**config.mk**
```make
export PLATFORM = sky130hd
export DESIGN_NAME = bcd_seg_scan
export DESIGN_NICKNAME = d
export VERILOG_FILES = /design/src/rtl/bcd_disp_pkg.sv /design/src/rtl/seg7_decode.sv /design/src/rtl/bcd_seg_scan.sv
export SDC_FILE = /design/constraint.sdc
export NUM_CORES = 1
export LEC_CHECK = 0
export CORE_AREA = 2 2 61 63
export CTS_CLUSTER_SIZE = 40
export DETAILED_ROUTE_END_ITERATION = 8
export DIE_AREA = 0 0 63 65
export GPL_TIMING_DRIVEN = 0
export PLACE_DENSITY = 0.76
export REMOVE_ABC_BUFFERS = 1
export SLEW_MARGIN = 10
export SYNTH_ARGS = -nofsm -noshare
export SYNTH_HDL_FRONTEND = slang
export SYNTH_SLANG_ARGS = --single-unit
```
**constraint.sdc**
```tcl
create_clock -name CLK -period 2.35 [get_ports CLK]
set_input_delay 0.3525 -clock CLK [delete_from_list [all_inputs] [get_ports CLK]]
set_output_delay 0.3525 -clock CLK [all_outputs]
set_load 0.005 [all_outputs]
```
**src/rtl/bcd_disp_pkg.sv**
```systemverilog
// Shared types and constants for the two-digit BCD scan display.
// Scan states, active-low segment/anode codes and small state helpers.
package bcd_disp_pkg;

    typedef enum logic [1:0] {
        ST_DIG0 = 2'b00,
        ST_GAP0 = 2'b01,
        ST_DIG1 = 2'b10,
        ST_GAP1 = 2'b11
    } scan_state_t;

    localparam logic [6:0] SEG_BLANK = 7'h7F;
    localparam logic [6:0] SEG_E     = 7'h06;
    localparam logic [6:0] SEG_ONE   = 7'h79;
    localparam logic [6:0] SEG_ZERO  = 7'h40;

    localparam logic [1:0] AN_OFF   = 2'b11;
    localparam logic [1:0] AN_UNITS = 2'b10;
    localparam logic [1:0] AN_TENS  = 2'b01;

    function automatic scan_state_t next_scan_state(input scan_state_t s);
        scan_state_t n;
        n = ST_DIG0;
        case (s)
            ST_DIG0: n = ST_GAP0;
            ST_GAP0: n = ST_DIG1;
            ST_DIG1: n = ST_GAP1;
            ST_GAP1: n = ST_DIG0;
            default: n = ST_GAP1;
        endcase
        return n;
    endfunction

    function automatic logic is_digit_state(input scan_state_t s);
        return (s == ST_DIG0) || (s == ST_DIG1);
    endfunction

endpackage

```
**src/rtl/seg7_decode.sv**
```systemverilog
// Combinational BCD digit to active-low 7-segment code (gfedcba).
// Codes 10-15 are not valid BCD and display 'E'.
module seg7_decode
    import bcd_disp_pkg::*;
(
    input  logic [3:0] digit,
    output logic [6:0] seg
);

    always_comb begin
        // NOTE: assigning a default before the case keeps every path driven, so no latch is inferred.
        seg = SEG_E;
        case (digit)
            4'd0: seg = 7'h40;
            4'd1: seg = 7'h79;
            4'd2: seg = 7'h24;
            4'd3: seg = 7'h30;
            4'd4: seg = 7'h19;
            4'd5: seg = 7'h12;
            4'd6: seg = 7'h02;
            4'd7: seg = 7'h78;
            4'd8: seg = 7'h00;
            4'd9: seg = 7'h10;
            default: seg = SEG_E;
        endcase
    end

endmodule

```
**src/rtl/bcd_seg_scan.sv**
```systemverilog
// Two-digit common-anode scan driver with anti-ghosting gaps and frame-start commit.
// Optional blink gating is built when BCD_SEG_BLINK_EN is defined (adds BLINK port, BLINK_SH).
module bcd_seg_scan
    import bcd_disp_pkg::*;
#(
    parameter int DIG_CYC = 50000,
    parameter int GAP_CYC = 500,
    parameter bit LZB     = 1'b1
`ifdef BCD_SEG_BLINK_EN
    ,
    parameter int BLINK_SH = 5
`endif
) (
    input  logic       CLK,
    input  logic       RST_N,
    input  logic [4:0] BCD,
    input  logic       LOAD,
`ifdef BCD_SEG_BLINK_EN
    input  logic       BLINK,
`endif
    output logic [6:0] SEG,
    output logic [1:0] AN,
    output logic       PENDING
);

    localparam int CNT_MAX = (DIG_CYC > GAP_CYC) ? DIG_CYC : GAP_CYC;
    localparam int CW      = (CNT_MAX > 1) ? $clog2(CNT_MAX) : 1;
    localparam logic [CW-1:0] DIG_LAST = CW'(DIG_CYC - 1);
    localparam logic [CW-1:0] GAP_LAST = CW'(GAP_CYC - 1);

    if (DIG_CYC < 1) begin : g_bad_dig
        $error("DIG_CYC must be at least 1");
    end
    if (GAP_CYC < 1) begin : g_bad_gap
        $error("GAP_CYC must be at least 1");
    end

    scan_state_t   state_q;
    scan_state_t   state_d;
    logic [CW-1:0] cnt_q;
    logic          dwell_done;
    logic          commit;

    logic [4:0]    shadow_q;
    logic [4:0]    disp_q;
    logic          pending_q;

    logic [6:0]    units_seg;
    logic [6:0]    tens_seg;
    logic          blank_force;

    // ---------------- scan sequencer ----------------
    always_comb begin
        state_d    = state_q;
        dwell_done = 1'b0;
        if (is_digit_state(state_q)) begin
            dwell_done = (cnt_q == DIG_LAST);
        end else begin
            dwell_done = (cnt_q == GAP_LAST);
        end
        if (dwell_done) begin
            state_d = next_scan_state(state_q);
        end
    end

    // Frame start is the GAP1 -> DIG0 edge; buffered values land only here.
    assign commit = (state_q == ST_GAP1) && dwell_done;

    // NOTE: state registers use non-blocking assignments so every flop samples pre-edge values.
    always_ff @(posedge CLK or negedge RST_N) begin
        if (!RST_N) begin
            state_q <= ST_GAP1;
            cnt_q   <= '0;
        end else begin
            state_q <= state_d;
            if (dwell_done) begin
                cnt_q <= '0;
            end else begin
                cnt_q <= cnt_q + 1'b1;
            end
        end
    end

    // ---------------- shadow / display buffers ----------------
    // A LOAD on the commit edge refills the shadow after the old value moved to disp.
    always_ff @(posedge CLK or negedge RST_N) begin
        if (!RST_N) begin
            shadow_q  <= '0;
            disp_q    <= '0;
            pending_q <= 1'b0;
        end else begin
            if (commit && pending_q) begin
                disp_q <= shadow_q;
            end
            if (LOAD) begin
                shadow_q  <= BCD;
                pending_q <= 1'b1;
            end else if (commit) begin
                pending_q <= 1'b0;
            end
        end
    end

    assign PENDING = pending_q;

`ifdef BCD_SEG_BLINK_EN
    logic [BLINK_SH:0] frame_cnt_q;

    always_ff @(posedge CLK or negedge RST_N) begin
        if (!RST_N) begin
            frame_cnt_q <= '0;
        end else if (commit) begin
            frame_cnt_q <= frame_cnt_q + 1'b1;
        end
    end

    assign blank_force = BLINK && frame_cnt_q[BLINK_SH];
`else
    assign blank_force = 1'b0;
`endif

    // ---------------- digit decode and output mux ----------------
    seg7_decode u_units (
        .digit (disp_q[3:0]),
        .seg   (units_seg)
    );

    always_comb begin
        tens_seg = SEG_ONE;
        if (!disp_q[4]) begin
            tens_seg = LZB ? SEG_BLANK : SEG_ZERO;
        end
    end

    always_comb begin
        AN  = AN_OFF;
        SEG = SEG_BLANK;
        if (!blank_force) begin
            case (state_q)
                ST_DIG0: begin
                    AN  = AN_UNITS;
                    SEG = units_seg;
                end
                ST_DIG1: begin
                    AN  = AN_TENS;
                    SEG = tens_seg;
                end
                default: begin
                    AN  = AN_OFF;
                    SEG = SEG_BLANK;
                end
            endcase
        end
    end

endmodule

```
==> flow_summary.toml, run 1 <==
[detailed_routing]
firstDrtPassIters = 4
post-route-drc-count = 0
drt-total-wl_um = 3236
via_count = 1227
drt_iter0_drc = 37
final_antenna_net_count = 0
wl_per_cell_um = 13.89
vias_per_cell = 5.266

[sta]
final.setup.tns_ns = 0
fin_crit_ns = 2.244
finalHoldViolCount = 0
worst_pin_slew_ns = 0.6283
finalSetupViolations = 0
fin_ws_ns = 0.1063
grt_setup_unrepaired = "no"
slew_viol_final = 0
skew_ns = 0.01123
relSlewSlack_pct = 58.11
min_period_over_period_pct = 95.48
timing.fmax_mhz = 445.7
hold_slack_ns = 0.02883

[clock_network]
cts_buffers = 5
clock_latency_ns = 0.33
clk_path_buf_depth = 2
clockRootBuffer = "clkbuf_4"
clkTransAtPathRegs_ns = 0.09
htreeDepth = 2
cts.sinks = 29
ctsHoldBuffers = 0
cts_tree = "done"

[floorplanning]
core_area_mm2 = 0.003496
dieArea_mm2 = 0.004095
die_h_um = 65
initial_core_util_pct = 47.07
dieWidth_um = 63
boundaryPins = 18
num_rows = 22

[critical_path]
reg2reg_slack_ns = 0.27
slowest_stage = "dfstp_2"
worst_r2r_endpoint = "state_q[1]"
crit_fanout = 6
criticalPathCategory = "flip-flop to output port"
cp-start-kind = "flip-flop"
required_ns = 2.00
endpoint_kind = "output port"
critPathTopFamily = "flip-flops"
slowest_delay_ns = 0.57
r2r-start = "cnt_q[0]"
critical_path_buf_inv_count = 2
reg2reg_depth = 5
crit_chain = "inv_4, ha_4, nor2b_4, o21ai_0, clkdlybuf4s50_1"
worstPathArrival_ns = 1.89

[pwr]
irDropWorstVdd_v = 0.0003619
power.total_uw = 853.8
powerDensity_mw_per_mm2 = 424.6
leakagePower_nw = 0.9632

[placement]
finalWeightedCongestion = 0.8051
port_buffers = 17
placed_cells = 220
place_area_mm2 = 0.001854
dp_hpwl_um = 2206
dpl_worst_slack_ns = 0.02849

[global_route]
grt_pass1_wl_um = 5685
met2_usage_pct = 29.52
use_met3_pct = 5.035
grt_busiest_layer = "met2"
grt_start_max_net_pins = 30
grt_usage_pct = 18.12
antenna_found_initial = 0
grt_pass1_vias = 1267
grt_use_met1_pct = 21.03
grt-ovfl-total = 0

[synthesis]
synth_compound_gate_area_share_pct = 8.061
ys_top_cells_by_count = "dfrtp_1, nor2_1, ha_1"
synth_xor_area_share_pct = 6.920
synth_top_family_by_area = "simple AND/OR/NAND/NOR gates"
ys_seq_elements = 29
netlist_area_mm2 = 0.001645
syn_inst = 160
synth_most_common_cell = "dfrtp_1"
muxShareOfSynthArea_pct = 8.365
synth_edf_count = 0
ys.flop_type = "dfrtp_1"
async_flop_share_pct = 100.0
yosys_warnings = 0
synth.area.top_cells = "dfrtp_1, ha_1, mux2_2, xor2_1, nor2_1"
synth_top_area_share_pct = 41.06
ys_types = 33
syn_avg_cell_area_um2 = 10.28
yosys.area_share.simple_pct = 19.70
synth_fa_ha_area_share_pct = 9.125
yosysTopAreaCell = "dfrtp_1"
seq_area_frac_synth_pct = 44.26

[finish]
stdcell_area_mm2 = 0.002011
areaGrowthSynthToFinish_pct = 22.21
n_antenna_cell = 0
post_layout_nonfiller_instances = 233
fin_util_pct = 57.52
drive_above_1_share_pct = 20.54
fin_nets = 204
fillers = 300

[min_path]
min_path_type = "primary input to async pin"

[status]
outcome = "completed"

[run]
maxCapViolations = 0
worst max path at each step:
stage                     startpoint         end  slack [ns]  cells after the start
after floorplan             cnt_q[0]  state_q[1]        0.38                      5
after detailed placement    cnt_q[0]  state_q[1]        0.03                      5
after global routing      state_q[0]      SEG[6]        0.03                      5
after global placement      cnt_q[0]  state_q[1]        0.06                      5
after CTS                 state_q[1]      SEG[2]       0.005                      6
final                     state_q[0]      SEG[6]        0.11                      5
power by group:
part | leakage [nW] | internal [mW] | switching (mW)
Clock | 0.0326 | 0.147 | 0.163
Combinational | 0.565 | 0.0170 | 0.0143
Sequential | 0.365 | 0.507 | 0.00465
registers in the layout, summed over array words and instances (netlist names):
| name | count |
|---|---|
| disp_q | 5 |
| cnt_q | 16 |
| shadow_q | 5 |
| PENDING | 1 |
| state_q | 2 |
timing repair:
item,CTS,global route
pin swaps,0,1
hold endpoints to repair,0,0
setup endpoints to repair,7,7
setup buffers,5,0
resized for setup,14,9
layout by cell type (no fill, tap or decap), types with 2 or more instances in the layout:
cell | Yosys | layout
dfrtp_1 | 27 | 26
nor2_1 | 17 | 17
clkdlybuf4s50_1 | 0 | 11
nand2_1 | 10 | 10
ha_1 | 12 | 10
mux2_2 | 9 | 9
inv_1 | 10 | 8
xor2_1 | 8 | 8
nand3_1 | 7 | 7
o21ai_0 | 9 | 6
xnor2_1 | 5 | 5
clkbuf_4 | 0 | 5
buf_4 | 0 | 5
a21oi_1 | 5 | 4
nand4_1 | 4 | 4
dlymetal6s2s_1 | 0 | 4
o21ai_1 | 0 | 3
a21o_1 | 3 | 3
nor3_1 | 3 | 3
nor2b_4 | 0 | 2
inv_4 | 0 | 2
a31oi_1 | 2 | 2
and3_1 | 2 | 2
and4bb_2 | 2 | 2
nor4_1 | 2 | 2
nor2b_1 | 4 | 2
mux2_1 | 2 | 2
ha_4 | 0 | 2
clkbuf_1 | 3 | 2
dfstp_2 | 2 | 2
area by class of cell:
type	count	area, um2	share of cell area, %
multi-input cells	116	908.4	45.18
flip-flops and latches	29	729.5	36.28
repair buffers	22	211.5	10.52
well taps	48	60.06	2.987
clock buffers	8	58.81	2.925
inverters	10	42.54	2.116
cell families after synthesis:
kind of cell,after synthesis
XOR/XNOR,13
buffers and inverters,15
AND/OR/NAND/NOR,57
flip-flops,29
AO/OA/AOI/OAI,22
multiplexers,12
adder cells (fa/ha/maj),12
layer usage:
metal | part of all wire, % | up-vias
li1 | - | 603
met1 | 44 | 585
met2 | 50 | 28
met3 | 3.6 | 11
met4 | 2.8 | 0
met5 | 0 | -
Power figures use the tool's default switching activity.
==> run 2: changes to the inputs <==
- ABC_CLOCK_PERIOD_IN_PS: not set -> 2350
==> results of run 2 <==
No change in the layout: final DEF, timing and power equal those of run 1.
==> run 3: changes to the inputs <==
- ABC_CLOCK_PERIOD_IN_PS: 2350 -> not set
- RECOVER_POWER: not set -> 100
- SLEW_MARGIN: 10 -> not set
==> run 3 against run 2 <==
Net effect:
- the run now ends with capacitance limit left
- critical endpoint unchanged
- die area did not move
- combinational power fell by 2%
- utilization fell by 0.25 points
==> flow_summary.toml, run 3 (synthesis results as in run 1) <==
[critical_path]
critPathTopFamily = "flip-flops"
critical_path_buf_inv_count = 2
path_depth = 5
r2r-start = "cnt_q[0]"
slowest_delay_ns = 0.57
required_ns = 2.00
cp-start-kind = "flip-flop"
endpoint_kind = "output port"
crit_chain = "inv_4, ha_4, nor2b_4, o21ai_0, clkdlybuf4s50_1"
worstPathArrival_ns = 1.89
slowest_stage = "dfstp_2"
criticalPathCategory = "flip-flop to output port"
reg2reg_slack_ns = 0.20
crit_fanout = 6
worst_r2r_endpoint = "state_q[1]"
reg2reg_depth = 5

[global_route]
grt_start_max_net_pins = 30
grt-ovfl-total = 0
antenna_found_initial = 0
grt_pass1_vias = 1267
grt_usage_pct = 18.12
grt_pass1_wl_um = 5685

[floorplanning]
num_rows = 22
die_h_um = 65
boundaryPins = 18
core_area_mm2 = 0.003496
dieArea_mm2 = 0.004095
dieWidth_um = 63
initial_core_util_pct = 47.07

[clock_network]
ctsHoldBuffers = 0
clkTransAtPathRegs_ns = 0.09
clk_path_buf_depth = 2
htreeDepth = 2
clock_latency_ns = 0.33
cts_buffers = 5
cts.sinks = 29
cts_tree = "done"
clockRootBuffer = "clkbuf_4"

[min_path]
min_path_type = "primary input to async pin"

[finish]
n_antenna_cell = 0
areaGrowthSynthToFinish_pct = 21.67
regArea_um2 = 729.5
final_common_cell = "dfrtp_1"
multi_input_area_um2 = 903.4
fillers = 303
final_cell_mix = "dfrtp_1, nor2_1, nand2_1, ha_1, mux2_2"
regMostFlops = "cnt_q"
drive_above_1_share_pct = 19.46
fin_nets = 204
largest_register_ffs = 16
reg.largest.list = "cnt_q: 16 flops, disp_q: 5 flops, shadow_q: 5 flops"

[detailed_routing]
firstDrtPassIters = 4
wl_per_cell_um = 13.79
vias_per_cell = 5.270
post-route-drc-count = 0
via_count = 1228
drt-total-wl_um = 3214
final_antenna_net_count = 0
drt_iter0_drc = 42

[sta]
relSlewSlack_pct = 0.7267
fin_ws_ns = 0.1025
min_period_over_period_pct = 95.64
skew_ns = 0.01172
grt_setup_unrepaired = "no"
worst_pin_slew_ns = 1.489
timing.fmax_mhz = 444.9
fin_crit_ns = 2.247
slew_viol_final = 0
final.setup.tns_ns = 0
finalHoldViolCount = 0
finalSetupViolations = 0

[run]
maxCapViolations = 1

[pwr]
irDropWorstVdd_v = 0.0003607
power_frac_seq_pct = 59.9
combPwrFrac_pct = 3.6
netSwitchingFraction_pct = 21.43
powerDensity_mw_per_mm2 = 426.6
leakagePower_nw = 0.9387
internal-power_uw = 671.0
p_switching_uw = 183.0
p_clk_share_pct = 36.5

[status]
outcome = "finished, violations left"
failed_checks = "capacitance limit"

[placement]
dpl_worst_slack_ns = 0.02849
dp_hpwl_um = 2206
finalWeightedCongestion = 0.8051
port_buffers = 17
## run 3: area by class of cell
| class | count | share of cell area, % |
|---|---|---|
| clock buffer | 8 | 2.938 |
| inverter | 10 | 2.125 |
| multi-input combinational | 116 | 45.12 |
| sequential | 29 | 36.44 |
| tap | 48 | 3.000 |
| timing repair buffer | 22 | 10.37 |
## run 3: repair_timing
action	4_1_cts	5_1_grt
pin swaps	0	1
setup buffers	5	0
setup endpoints to repair	7	7
resized for setup	14	9
endpoints found under the hold margin	0	0
## run 3: worst max path at each step
stage                    start          to  slack (ns)
finish              state_q[0]      SEG[6]        0.10
global route        state_q[0]      SEG[6]        0.03
CTS                 state_q[1]      SEG[2]       0.005
detailed placement    cnt_q[0]  state_q[1]        0.03
global placement      cnt_q[0]  state_q[1]        0.06
floorplan             cnt_q[0]  state_q[1]        0.38
## run 3: worst reg2reg max path, stage by stage (launching register included)
cell	delay (ns)
dfrtp_1	0.41
ha_1	0.29
and3_1	0.19
o211ai_1	0.22
nor3_4	0.59
mux2_2	0.40
## run 3: per-layer routing
layer | wire (um) | GRT usage (%)
met3 | 136 | 5.035
met1 | 1360 | 21.03
met2 | 1620 | 29.52
met5 | 0 | 0
met4 | 97 | 11.67
## run 3: metrics by stage
step	cell area, um2	std cells	total power [mW]	hold slack [ns]	util [%]
3_5_place_dp	1854	220	0.5551	0.4835	53.04
3_3_place_gp	1854	220	0.5531	0.4753	53.04
2_1_floorplan	1624	155	0.5293	0.05691	-
5_1_grt	2002	233	0.8932	0.4712	57.27
6_report	2002	233	0.8540	0.3628	57.27
4_1_cts	1992	233	0.8646	0.5093	56.98
## run 3: power by group through the flow
stage	sequential [mW]	clock, mW	combinational (mW)
final	0.512	0.312	0.0306
after floorplan	0.520	0	0.00945
after global routing	0.513	0.346	0.0346
after CTS	0.512	0.319	0.0334
after detailed placement	0.522	0	0.0333
after global placement	0.521	0	0.0320
